$ cat src/rtl/dot_product_ctrl_pkg.sv
// Shared types and widths for the dot-product sequencer and its address counter.
package dot_product_ctrl_pkg;

    localparam int MAC_IN_W  = 8;
    localparam int MAC_ACC_W = 24;

    typedef enum logic [2:0] {
        ST_IDLE,
        ST_CLEAR,
        ST_RUN,
        ST_DRAIN,
        ST_DONE
    } state_t;

endpackage

$ cat src/rtl/dot_product_ctrl_addr_counter.sv
// Element address generator: latches the vector length, steps the read index,
// and flags the last element and the empty-vector case.
module dp_addr_counter
    import dot_product_ctrl_pkg::*;
#(
    parameter int ADDR_W = 8
) (
    input  logic              i_clk,
    input  logic              i_reset,
    input  logic              i_load,
    input  logic              i_inc,
    input  logic [ADDR_W-1:0] i_len,
    output logic [ADDR_W-1:0] o_addr,
    output logic              o_len_zero,
    output logic              o_tc
);

    logic [ADDR_W-1:0] r_addr;
    logic [ADDR_W-1:0] r_len;
    logic [ADDR_W-1:0] w_last;

    always_ff @(posedge i_clk) begin
        if (i_reset) begin
            r_addr <= '0;
            r_len  <= '0;
        end else if (i_load) begin
            r_addr <= '0;
            r_len  <= i_len;
        end else if (i_inc) begin
            r_addr <= r_addr + ADDR_W'(1);
        end
    end

    // w_last wraps for len=0, but o_len_zero takes precedence in the controller
    assign w_last     = r_len - ADDR_W'(1);
    assign o_addr     = r_addr;
    assign o_len_zero = (r_len == '0);
    assign o_tc       = (r_addr == w_last);

endmodule

$ cat src/rtl/dot_product_ctrl.sv
// Sequences operand reads into an external MAC and presents the accumulated
// dot product with a valid/ready handshake.
module dot_product_ctrl
    import dot_product_ctrl_pkg::*;
#(
    parameter int ADDR_W = 8,
    parameter bit RELU   = 1'b0
) (
    input  logic                        i_clk,
    input  logic                        i_reset,
    input  logic                        i_start,
    input  logic [ADDR_W-1:0]           i_len,
    output logic                        o_busy,
    output logic                        o_rd_en,
    output logic [ADDR_W-1:0]           o_rd_addr,
    input  logic signed [MAC_IN_W-1:0]  i_act_in,
    input  logic signed [MAC_IN_W-1:0]  i_wt_in,
    output logic                        o_mac_clr,
    output logic                        o_mac_en,
    output logic signed [MAC_IN_W-1:0]  o_mac_a,
    output logic signed [MAC_IN_W-1:0]  o_mac_b,
    input  logic signed [MAC_ACC_W-1:0] i_mac_out,
    output logic signed [MAC_ACC_W-1:0] o_result,
    output logic                        o_result_valid,
    input  logic                        i_result_ready
);

    state_t            r_state;
    state_t            w_next;
    logic              w_load;
    logic              w_inc;
    logic              w_tc;
    logic              w_len_zero;
    logic [ADDR_W-1:0] w_addr;
    logic              w_rd_en;
    logic              w_mac_en;
    logic              w_mac_clr;
    logic              w_valid;
    logic              w_clamp;

    dp_addr_counter #(.ADDR_W(ADDR_W)) u_addr_counter (
        .i_clk      (i_clk),
        .i_reset    (i_reset),
        .i_load     (w_load),
        .i_inc      (w_inc),
        .i_len      (i_len),
        .o_addr     (w_addr),
        .o_len_zero (w_len_zero),
        .o_tc       (w_tc)
    );

    always_ff @(posedge i_clk) begin
        if (i_reset) r_state <= ST_IDLE;
        else         r_state <= w_next;
    end

    always_comb begin
        w_next    = r_state;
        w_load    = 1'b0;
        w_inc     = 1'b0;
        w_rd_en   = 1'b0;
        w_mac_en  = 1'b0;
        w_mac_clr = 1'b0;
        w_valid   = 1'b0;
        unique case (r_state)
            ST_IDLE: begin
                if (i_start) begin
                    w_load = 1'b1;
                    w_next = ST_CLEAR;
                end
            end
            ST_CLEAR: begin
                w_mac_clr = 1'b1;
                if (w_len_zero) begin
                    w_next = ST_DONE;
                end else begin
                    w_rd_en = 1'b1;
                    if (w_tc) begin
                        w_next = ST_DRAIN;
                    end else begin
                        w_inc  = 1'b1;
                        w_next = ST_RUN;
                    end
                end
            end
            ST_RUN: begin
                w_rd_en  = 1'b1;
                w_mac_en = 1'b1;
                if (w_tc) w_next = ST_DRAIN;
                else      w_inc  = 1'b1;
            end
            ST_DRAIN: begin
                w_mac_en = 1'b1;
                w_next   = ST_DONE;
            end
            ST_DONE: begin
                w_valid = 1'b1;
                if (i_result_ready) w_next = ST_IDLE;
            end
            default: w_next = ST_IDLE;
        endcase
        // Reset forces the idle-looking outputs immediately, with the MAC held clear
        if (i_reset) begin
            w_load    = 1'b0;
            w_inc     = 1'b0;
            w_rd_en   = 1'b0;
            w_mac_en  = 1'b0;
            w_mac_clr = 1'b1;
            w_valid   = 1'b0;
        end
    end

    assign w_clamp        = RELU && i_mac_out[MAC_ACC_W-1];
    assign o_busy         = !i_reset && (r_state != ST_IDLE);
    assign o_rd_en        = w_rd_en;
    assign o_rd_addr      = i_reset ? '0 : w_addr;
    assign o_mac_clr      = w_mac_clr;
    assign o_mac_en       = w_mac_en;
    assign o_mac_a        = i_act_in;
    assign o_mac_b        = i_wt_in;
    assign o_result_valid = w_valid;
    assign o_result       = (w_valid && !w_clamp) ? i_mac_out : '0;

endmodule

$ cat config.mk
export PLATFORM = sky130hd
export DESIGN_NAME = dot_product_ctrl
export DESIGN_NICKNAME = d
export VERILOG_FILES = /design/src/rtl/dot_product_ctrl_pkg.sv /design/src/rtl/dot_product_ctrl_addr_counter.sv /design/src/rtl/dot_product_ctrl.sv
export SDC_FILE = /design/constraint.sdc
export NUM_CORES = 1
export LEC_CHECK = 0
export BUFFER_PORTS_ARGS = -buffer_cell sky130_fd_sc_hd__buf_2
export CORE_AREA = 4 4 80 64
export DETAILED_ROUTE_END_ITERATION = 6
export DIE_AREA = 0 0 84 68
export GPL_TIMING_DRIVEN = 0
export MAX_ROUTING_LAYER = met4
export PLACE_DENSITY = 0.64
export SLEW_MARGIN = 20
export SYNTH_ARGS = -nofsm -noshare
export SYNTH_HDL_FRONTEND = slang
export SYNTH_SLANG_ARGS = --single-unit
$ cat constraint.sdc
create_clock -name i_clk -period 3.3 [get_ports i_clk]
set_input_delay 0.33 -clock i_clk [delete_from_list [all_inputs] [get_ports i_clk]]
set_output_delay 0.33 -clock i_clk [all_outputs]
set_load 0.01 [all_outputs]
### Word level (Yosys, flattened, before mapping)

Cells that the tools add are included.
W data, S select, Z words.

* bits in registers: 19
* bits in latches: 0
* RAM bits: 0
* memory bits (read-only): 0
* input port bits: 52
* output and inout port bits: 53
* logic and storage cells: 45
* memories kept: 0

* $add $sub $neg: 2
* multiply operators: 0
* divide/modulo/power cells: 0
* order comparisons: 0
* eq/ne operators: 8
* shift operators: 0
* muxes and demuxes: 24
* bitwise gates (word level): 0
* reductions and logical operators: 8

Operator list (count)
* $mux W24: 1
* $mux W1: 15
* $pmux W3 S5: 1
* $mux W3: 4
* $add A8 B1 Y8 const B: 1
* $eq A8 B8 Y1: 1
* $logic_not A8 Y1: 1
* $mux W8: 1
* $sub A8 B1 Y8 const B: 1
* $eq A3 B2 Y1 const B: 2
* $ne A2 B2 Y1 const B: 2
* $pmux W1 S2: 2
* $reduce_or A2 Y1: 2
* $eq A3 B1 Y1 const B: 1
* $eq A3 B3 Y1 const B: 1
* $logic_not A3 Y1: 1
* $reduce_and A3 Y1: 1
* $reduce_bool A3 Y1: 1
* $ne A2 B1 Y1 const B: 1
* $logic_and A1 B1 Y1: 1
* $logic_not A1 Y1: 1

### Logic depth before layout (Yosys ltp)

Gate-level depths: netlist (run 1).

* depth in word-level cells: 6
* gate-level depth with buffers: 11

### Modules after synthesis

From an unflattened synthesis (run 1), not the netlist that was laid out.

* cell total of the unflattened synthesis: 172
* area total of the unflattened synthesis: 1436.4 µm²

Modules (own cells, without submodules)
* dp_addr_counter: times used 1, cells each 96, area each 869.6 µm²
* dot_product_ctrl: times used 1, cells each 76, area each 566.8 µm²

### Worst setup path before layout (run 1)

OpenSTA, ideal clock, no wires.

* path type: reg-to-reg
* start point: register u_addr_counter.r_len[0]
* end point: register u_addr_counter.r_addr[4], in the netlist u_addr_counter.o_addr[4]
* library setup time: 72 ps
* arrival: 2253 ps
* data required time: 3228 ps
* setup slack: 975 ps
* stages on the path, launching flop included: 12
* path buffers: 3
* period minus slack after synthesis: 2325 ps
* cell sequence: dfxtp_1 > clkbuf_1 > inv_1 > ha_1 > clkbuf_2 > o21ba_1 > a221oi_1 > a41oi_1 > a2111o_1 > buf_4 > nand4_1 > mux2i_1

* longest elaborated chain between the ends: 6

RTL lines
* start: declaration: RTL line dot_product_ctrl_addr_counter.sv:19 `logic [ADDR_W-1:0] r_len;`
* start signal: assignment: RTL line dot_product_ctrl_addr_counter.sv:28 `r_len <= i_len;`
* $sub A8 B1 Y8: RTL line dot_product_ctrl_addr_counter.sv:35 `assign w_last = r_len - ADDR_W'(1);`
* $eq A8 B8 Y1: RTL line dot_product_ctrl_addr_counter.sv:38 `assign o_tc = (r_addr == w_last);`
* $mux W1: RTL line dot_product_ctrl.sv:78, dot_product_ctrl.sv:89
* $mux W1: RTL line dot_product_ctrl.sv:74 `if (w_len_zero) begin`
* $pmux W1 S2 (*): RTL line dot_product_ctrl.sv:65 `unique case (r_state)`
* $mux W1 (*): RTL line dot_product_ctrl.sv:103 `if (i_reset) begin`
* end signal: assignment: RTL line dot_product_ctrl_addr_counter.sv:30 `r_addr <= r_addr + ADDR_W'(1);`
* end: declaration: RTL line dot_product_ctrl_addr_counter.sv:18 `logic [ADDR_W-1:0] r_addr;`

Mark *: on every way between the ends. The rest lies on a longest branch, timed or not.
A chain may end at the register's enable or synchronous reset.

### Worst setup path after layout (run 1)

* start point: register u_addr_counter.r_len[0]
* end point: register u_addr_counter.r_addr[5], in the netlist u_addr_counter.o_addr[5]

Same word-level chain as after synthesis.

==> metrics.sh, run 1 <==
DIE-WIDTH_UM=84
INSERTION_DELAY_NS=0.26
HOLD_VIOL_FINAL=0
VERTICAL_EXTENT_OF_THE_DIE_UM=68
WHS_ENDPOINT='u_addr_counter.r_len[5]'
MULTI_INPUT_GATE_AREA_IN_THE_FINAL_LAYOUT_SQ_UM=893
PEAKVDDDROP_uV=281
SYNTH_EDF_COUNT=0
FINALSETUPTNS_NS=0
CTS_SETUP_BUFFERS=0
SETUP.WORST_PATH.START_CLASS='register'
HOLD-PATH-CELL-COUNT=3
CP_TOP_FAMILY='compound AO/OA/AOI/OAI gates'
OUTCOME='completed'
LEAK_PWR_nW=1.07
DOMINANTREGCELLSYNTH='sky130_fd_sc_hd__dfxtp_1'
SYNTH.LARGEST_AREA_CELL='sky130_fd_sc_hd__dfxtp_1'
POWER_PER_CELL_AREA_nW_PER_UM2=309
CRITICALPATHCATEGORY='reg2reg'
ROUTED-VIA-COUNT=1536
GP_CONGESTION=0.802
YS_SEQ_ELEMENTS=19
SEQ_AREA_SQ_UM=380
SYNTH_COMMONEST_CELLS='sky130_fd_sc_hd__and2_1 (28), sky130_fd_sc_hd__nand2_1 (27), sky130_fd_sc_hd__dfxtp_1 (19)'
ASYNCSETRESETFLOPFRACSYNTH_PCT=0
NUMCTSBUFFERS=3
YS.WARNINGS.COUNT=0
CORE_AREA_SQ_UM=4310
CRIT-REG2REG-LAUNCH='u_addr_counter.r_len[0]'
FINAL_PERIOD_MINUS_WORST_SETUP_SLACK_NS=2.59
CTS.SINKS=19
GRT_ANTENNA_BEFORE_REPAIR=0
CTS_HOLD_BUF=0
ROW_COUNT=21
SETUP.WORST_PATH.START='u_addr_counter.r_len[0]'
FINAL.PERIOD_UTILIZATION_PCT=78.3
FIRST_GLOBAL_VIAS=1296
SEQ_AREA_FRAC_SYNTH_PCT=26.0
RRSETUPSLACK_NS=0.71
GRT_MAX_DEGREE=12
CRITICAL-PATH-MAX-STAGE-DELAY_NS=0.41
LAYOUT_FILLERS=448
MAX-CLOCK-PATH-BUFFERS=2
MIN_FROM='i_len[5]'
GRT.OVERFLOW.TOTAL=0
CTS_MAX_LEVEL=1
FINALHOLDWORSTSLACK_NS=0.295
CLOCK_TREE.ROOT_CELL='sky130_fd_sc_hd__clkbuf_8'
AREA_GROWTH_PCT=38.1
FINALSETUPVIOLCOUNT=0
POST-SYNTH-TOP-AREA-FRACTION_PCT=26.0
WORST_SETUP_HOLD_PATH_CLK_SLEW_NS=0.08
IOPINCOUNT=105
GRT_FIRST_PASS_WIRELENGTH_UM=6460
TIMING.MAX_CAP.VIOLATIONS=0
INITIAL_UTILIZATION_PCT=34.0
CRIT_CHAIN='clkbuf_1 > inv_1 > ha_1 > clkbuf_2 > o21ba_1 > a221oi_1 > a41oi_1 > a2111o_1 > buf_4 > nand4_1 > mux2i_1'
ROUTEDWLPERCELL_UM=12.2
FINCLKSKEW_NS=0.00535
MAX_TRANSITION_MARGIN_PCT=66.8
CRIT_PATH_END_KIND='register'
VIAS_PER_CELL=4.47
WORST-PATH-BUF-INV=4
CRITICAL_PATH_RT_NS=3.50
FF2FF_PATH_DEPTH=11
SYN-NUM-NETS=249
ACHIEVABLE-FREQUENCY_GHz=0.387
CTS_TREE='done'
ANT_NETS=0
DETAILED_PLACE_HPWL_UM=3470
SYNTHESIS.AREA_PER_INSTANCE_SQ_UM=7.51
REPORT.FINAL.SLEW_VIOL_COUNT=0
SYNTH_CELL_TYPE_COUNT=42
PATH_MAX_FANOUT=9
POST_SYNTH_MAIN_AREA_CONTRIBUTORS='sky130_fd_sc_hd__dfxtp_1 (26%), sky130_fd_sc_hd__and2_1 (12%), sky130_fd_sc_hd__buf_4 (8.7%)'
GRT_UTIL_ALL_LAYERS_PCT=14.3
WORST-SLEW-PIN-TRANSITION_NS=0.498
NETLIST_AREA_BEFORE_PLACEMENT_SQ_UM=1470
NETLIST_INSTANCES=195
LAYOUT.NETS=342
CRITICAL_PATH.SLOWEST_CELL='sky130_fd_sc_hd__a2111o_1'
GRT_SETUP_UNREPAIRED='false'
WORST_R2R_ENDPOINT='u_addr_counter.o_addr[5]'
DETAILEDROUTE.FIRSTITERATIONVIOLATIONS=40
PORTBUFFERS=88
LIBRARY_CELL_WITH_THE_HIGHEST_INSTANCE_COUNT_AFTER_SYNTHESIS='sky130_fd_sc_hd__and2_1'
POSTCTSRESIZEDCELLS=0
ROUTED_WIRELENGTH_UM=4190
LAYOUT-DRIVE-GT1-SHARE_PCT=40.4
DRTPASS1ITERATIONS=3
DRC=0
DIE_AREA_SQ_UM=5710
TIMING.CRITICAL_PATH.ARRIVAL_NS=2.78
ANTENNA_CELLS=0
WORSTHOLDPATHTYPE='in2reg'
==> per-layer routing <==
layer,wire (um),up-vias,track usage (%)
met3,254,5,3.73
met4,27,0,3.01
li1,-,823,-
met2,1920,46,22.0
met1,1990,662,19.2
met5,0,-,-
==> flip-flops by register name (all words and copies together), names as in the netlist <==
| register | count |
|---|---|
| r_state | 3 |
| u_addr_counter.o_addr | 8 |
| u_addr_counter.r_len | 8 |
==> metrics by stage <==
| step | area, sq um | total power [mW] | utilization (%) | worst slack, ns | std cells |
|---|---|---|---|---|---|
| final | 2020 | 0.625 | 47.0 | 0.715 | 344 |
| after global routing | 2020 | 0.669 | 47.0 | 0.513 | 344 |
| after CTS | 2020 | 0.633 | 47.0 | 0.683 | 344 |
| after detailed placement | 1980 | 0.465 | 45.9 | 0.718 | 340 |
| after global placement | 1980 | 0.461 | 45.9 | 0.778 | 340 |
| after floorplan | 1470 | 0.400 | - | 0.975 | 195 |
==> where the power goes <==
group	switching (mW)	total (mW)	internal (mW)
clock network	0.0841	0.168	0.0841
logic	0.100	0.194	0.0941
registers	0.0200	0.263	0.243
==> how the worst max path moves through the flow <==
| stage | end | slack, ns | cells after the start |
|---|---|---|---|
| after floorplan | u_addr_counter.o_addr[4] | 0.97 | 11 |
| after global placement | u_addr_counter.o_addr[4] | 0.78 | 11 |
| after detailed placement | u_addr_counter.o_addr[4] | 0.72 | 11 |
| after CTS | u_addr_counter.o_addr[4] | 0.68 | 11 |
| after global routing | u_addr_counter.o_addr[5] | 0.51 | 11 |
| final | u_addr_counter.o_addr[5] | 0.71 | 11 |
==> cell families (layout without fill, tap and decap cells) <==
family                   Yosys count  in the layout  share of synthesized area (%)
AND/OR/NAND/NOR                   95             95                           34.8
buffers and inverters             33            125                           13.1
AO/OA/AOI/OAI                     32             32                           15.8
flip-flops                        19             19                           26.0
XOR/XNOR                          10             10                           5.98
multiplexers                       4              4                           2.73
adder cells (fa/ha/maj)            2              2                           1.71
==> layout make-up <==
cell class              instances  area share [%]
well taps                      57            3.53
clock buffers                   3            2.04
inverters                       7            1.30
plain buffers                  26            8.16
repair buffers                 88            21.8
clock inverters                 1           0.247
multi-input cells             143            44.2
flip-flops and latches         19            18.8
==> worst min-delay path: stages <==
cell and delay, ns:
sky130_fd_sc_hd__buf_2 0.09, sky130_fd_sc_hd__nand2_1 0.04, sky130_fd_sc_hd__a21oi_1 0.05
==> cell usage in the layout, fill, tap and decap left out, drive strengths merged, types with 2 or more instances in the layout <==
master and instances:
buf 107, and2 28, nand2 27, dfxtp 19
nor2 13, a21oi 13, clkbuf 10, inv 7
nor2b 7, xnor2 5, xor2 5, nand3 4
mux2i 4, and3 3, nor3 3, nand2b 3
a31oi 3, o21ai 3, nand4 2, ha 2
Note: power is estimated with default switching activity, not from simulation.
==> run 2: changes to the inputs <==
Clock period 3.3 ns to 2.4 ns, I/O delays scaled along.
==> metrics.sh, run 2 (synthesized netlist as in run 1, its figures left out) <==
OUTCOME='completed'
PATH_MAX_FANOUT=9  # unchanged
FINAL.PERIOD_UTILIZATION_PCT=93.1  # +15 points
LAYOUT_COMMON_CELLS='sky130_fd_sc_hd__buf_2 (90), sky130_fd_sc_hd__and2_1 (28), sky130_fd_sc_hd__nand2_1 (27)'
PEAKVDDDROP_uV=392  # +40%
CTS.SINKS=19  # unchanged
FINAL_CELL_COUNT_NO_FILL=342  # -0.58%
REPORT.FINAL.SLEW_VIOL_COUNT=0  # unchanged
ANTENNA_CELLS=0  # unchanged
CTS_MAX_LEVEL=1  # unchanged
WORST-SLEW-PIN-TRANSITION_NS=0.501  # +0.00321 ns
CRIT_PATH_END_KIND='register'
GRT_ANTENNA_BEFORE_REPAIR=0  # unchanged
GRT.OVERFLOW.TOTAL=0  # unchanged
DIE-WIDTH_UM=84  # unchanged
MAX-CLOCK-PATH-BUFFERS=2  # unchanged
FIRST_GLOBAL_VIAS=1310  # +1.1%
FINAL_PERIOD_MINUS_WORST_SETUP_SLACK_NS=2.23  # -0.351 ns
DETAILED_PLACE_HPWL_UM=3470  # unchanged
FINALSETUPVIOLCOUNT=0  # unchanged
LEAK_PWR_nW=1.07  # -0.47%
CRITICAL_PATH.SLOWEST_CELL='sky130_fd_sc_hd__a2111o_1'
LAYOUT.NETS=340  # -0.58%
LAYOUT-DRIVE-GT1-SHARE_PCT=41.4  # +0.99 points
DRC=0  # unchanged
GRT_FIRST_PASS_WIRELENGTH_UM=6490  # +0.53%
CRITPATHCAPTURE='u_addr_counter.o_addr[5]'
TIMING.CRITICAL_PATH.ARRIVAL_NS=2.43  # -0.35 ns
POWER.SEQUENTIAL.FRACTION_PCT=42.4  # +0.4 points
WORST-PATH-STAGES=9  # -2
CRITICALPATHCATEGORY='reg2reg'
VIAS_PER_CELL=4.49  # +0.45%
CTS_HOLD_BUF=0  # unchanged
FRACTION_OF_POWER_CONSUMED_BY_THE_CLOCK_NETWORK_PCT=26.7  # -0.2 points
TIMING.MAX_CAP.VIOLATIONS=0  # unchanged
INSERTION_DELAY_NS=0.26  # about the same
WORST_SETUP_HOLD_PATH_CLK_SLEW_NS=0.08  # about the same
ROUTED-VIA-COUNT=1534  # -0.13%
NET-SWITCHING-POWER_uW=279  # +37%
DRTPASS1ITERATIONS=4  # +1
IOPINCOUNT=105  # unchanged
ACHIEVABLE-FREQUENCY_GHz=0.448  # +16%
INTERNAL_POWER_uW=580  # +38%
HOLD_VIOL_FINAL=0  # unchanged
DETAILEDROUTE.FIRSTITERATIONVIOLATIONS=37  # -7.5%
GP_CONGESTION=0.802  # unchanged
CRITICAL_PATH_RT_NS=2.60  # -0.90 ns
GRT_MAX_DEGREE=12  # unchanged
CLOCK_TREE.ROOT_CELL='sky130_fd_sc_hd__clkbuf_8'
CTS_TREE='done'
POWER_PER_CELL_AREA_nW_PER_UM2=425  # +37%
POSTLAYOUTCOREUTIL_PCT=46.9  # about the same
ANT_NETS=0  # unchanged
CRITICAL-PATH-MAX-STAGE-DELAY_NS=0.41  # about the same
LEADING_CELL_TYPE_IN_THE_LAYOUT_FILL_AND_TAPS_EXCLUDED='sky130_fd_sc_hd__buf_2'
RRSETUPSLACK_NS=0.17  # -0.55 ns
CRIT_CHAIN='inv_1 > ha_2 > o21ba_1 > a221oi_1 > a41oi_1 > a2111o_1 > buf_4 > nand4_1 > mux2i_1'
ROW_COUNT=21  # unchanged
FINCLKSKEW_NS=0.00523  # -0.000115 ns
WORST_R2R_ENDPOINT='u_addr_counter.o_addr[5]'
ROUTED_WIRELENGTH_UM=4220  # +0.67%
INITIAL_UTILIZATION_PCT=34.0  # unchanged
CORE_AREA_SQ_UM=4310  # unchanged
AREA_GROWTH_PCT=38.0  # about the same
DP.CELLS=340  # unchanged
WORST-PATH-BUF-INV=2  # -2
P_SW_SHARE_PCT=32.5  # -0.17 points
GRT_SETUP_UNREPAIRED='false'
GRT_UTIL_ALL_LAYERS_PCT=14.4  # +0.080 points
POWER.COMBINATIONAL.FRACTION_PCT=30.9  # -0.2 points
VERTICAL_EXTENT_OF_THE_DIE_UM=68  # unchanged
NUMCTSBUFFERS=3  # unchanged
WORSTHOLDPATHTYPE='in2reg'
PORTBUFFERS=88  # unchanged
SETUP.WORST_PATH.START_CLASS='register'
CRIT-REG2REG-LAUNCH='u_addr_counter.r_len[0]'
SETUP.WORST_PATH.START='u_addr_counter.r_len[0]'
MAX_TRANSITION_MARGIN_PCT=66.6  # -0.21 points
CP_TOP_FAMILY='compound AO/OA/AOI/OAI gates'
FF2FF_PATH_DEPTH=9  # -2
DIE_AREA_SQ_UM=5710  # unchanged
ROUTEDWLPERCELL_UM=12.3  # +1.3%
run 2: changes by cell type in the layout (fill, tap and decap cells not counted), sizes merged:
cell	before	now
clkbuf	10	8
run 2: power by group through the flow:
stage | registers, mW | logic [mW] | clock network (mW)
finish | 0.365 | 0.265 | 0.229
floorplan | 0.362 | 0.187 | 0
global placement | 0.369 | 0.265 | 0
global route | 0.369 | 0.299 | 0.253
CTS | 0.365 | 0.267 | 0.238
detailed placement | 0.369 | 0.270 | 0
run 2: per-stage QoR:
stage               setup TNS, ns  worst slack (ns)  cell area [sq um]  hold WS (ns)  power (mW)
floorplan                       0            0.0750               1470         0.376       0.550
global placement           -0.679            -0.122               1980         0.479       0.633
detailed placement          -1.02            -0.182               1980         0.479       0.639
CTS                             0            0.0306               2020         0.202       0.869
global route                    0            0.0294               2020         0.201       0.921
finish                          0             0.166               2020         0.205       0.859
run 2: tightest hold or removal path, cell delays in order:
cell,delay [ns]
sky130_fd_sc_hd__buf_2,0.10
sky130_fd_sc_hd__nand2_1,0.05
sky130_fd_sc_hd__a21oi_1,0.05
run 2: routing by layer:
metal	vias to the layer above	global-route usage [%]	wire length, um
met5	-	-	0
met4	0	3.01	27
met3	5	3.73	259
met2	46	22.4	1940
met1	663	19.1	1990
li1	820	-	-
run 2: what timing repair did:
item,in CTS,in global routing
endpoints found under the hold margin,0,0
endpoints found under the setup margin,9,7
resized for setup,3,1
setup buffers,0,0
run 2: layout make-up:
class                           instances  area (sq um)
Buffer                                 24           156
Clock buffer                            3          41.3
Clock inverter                          1          5.00
Fill cell                             448          2290
Inverter                                7          26.3
Multi-Input combinational cell        143           896
Sequential cell                        19           385
Tap cell                               57          71.3
Timing Repair Buffer                   88           440
run 2: worst min path at each step:
stage	start	to	slack, ns	depth (start not counted)
finish	i_len[1]	u_addr_counter.r_len[1]	0.21	3
global route	i_len[5]	u_addr_counter.r_len[5]	0.20	3
CTS	i_len[5]	u_addr_counter.r_len[5]	0.20	3
detailed placement	u_addr_counter.r_len[7]	u_addr_counter.r_len[7]	0.48	2
global placement	u_addr_counter.r_len[7]	u_addr_counter.r_len[7]	0.48	2
floorplan	i_len[7]	u_addr_counter.r_len[7]	0.38	2
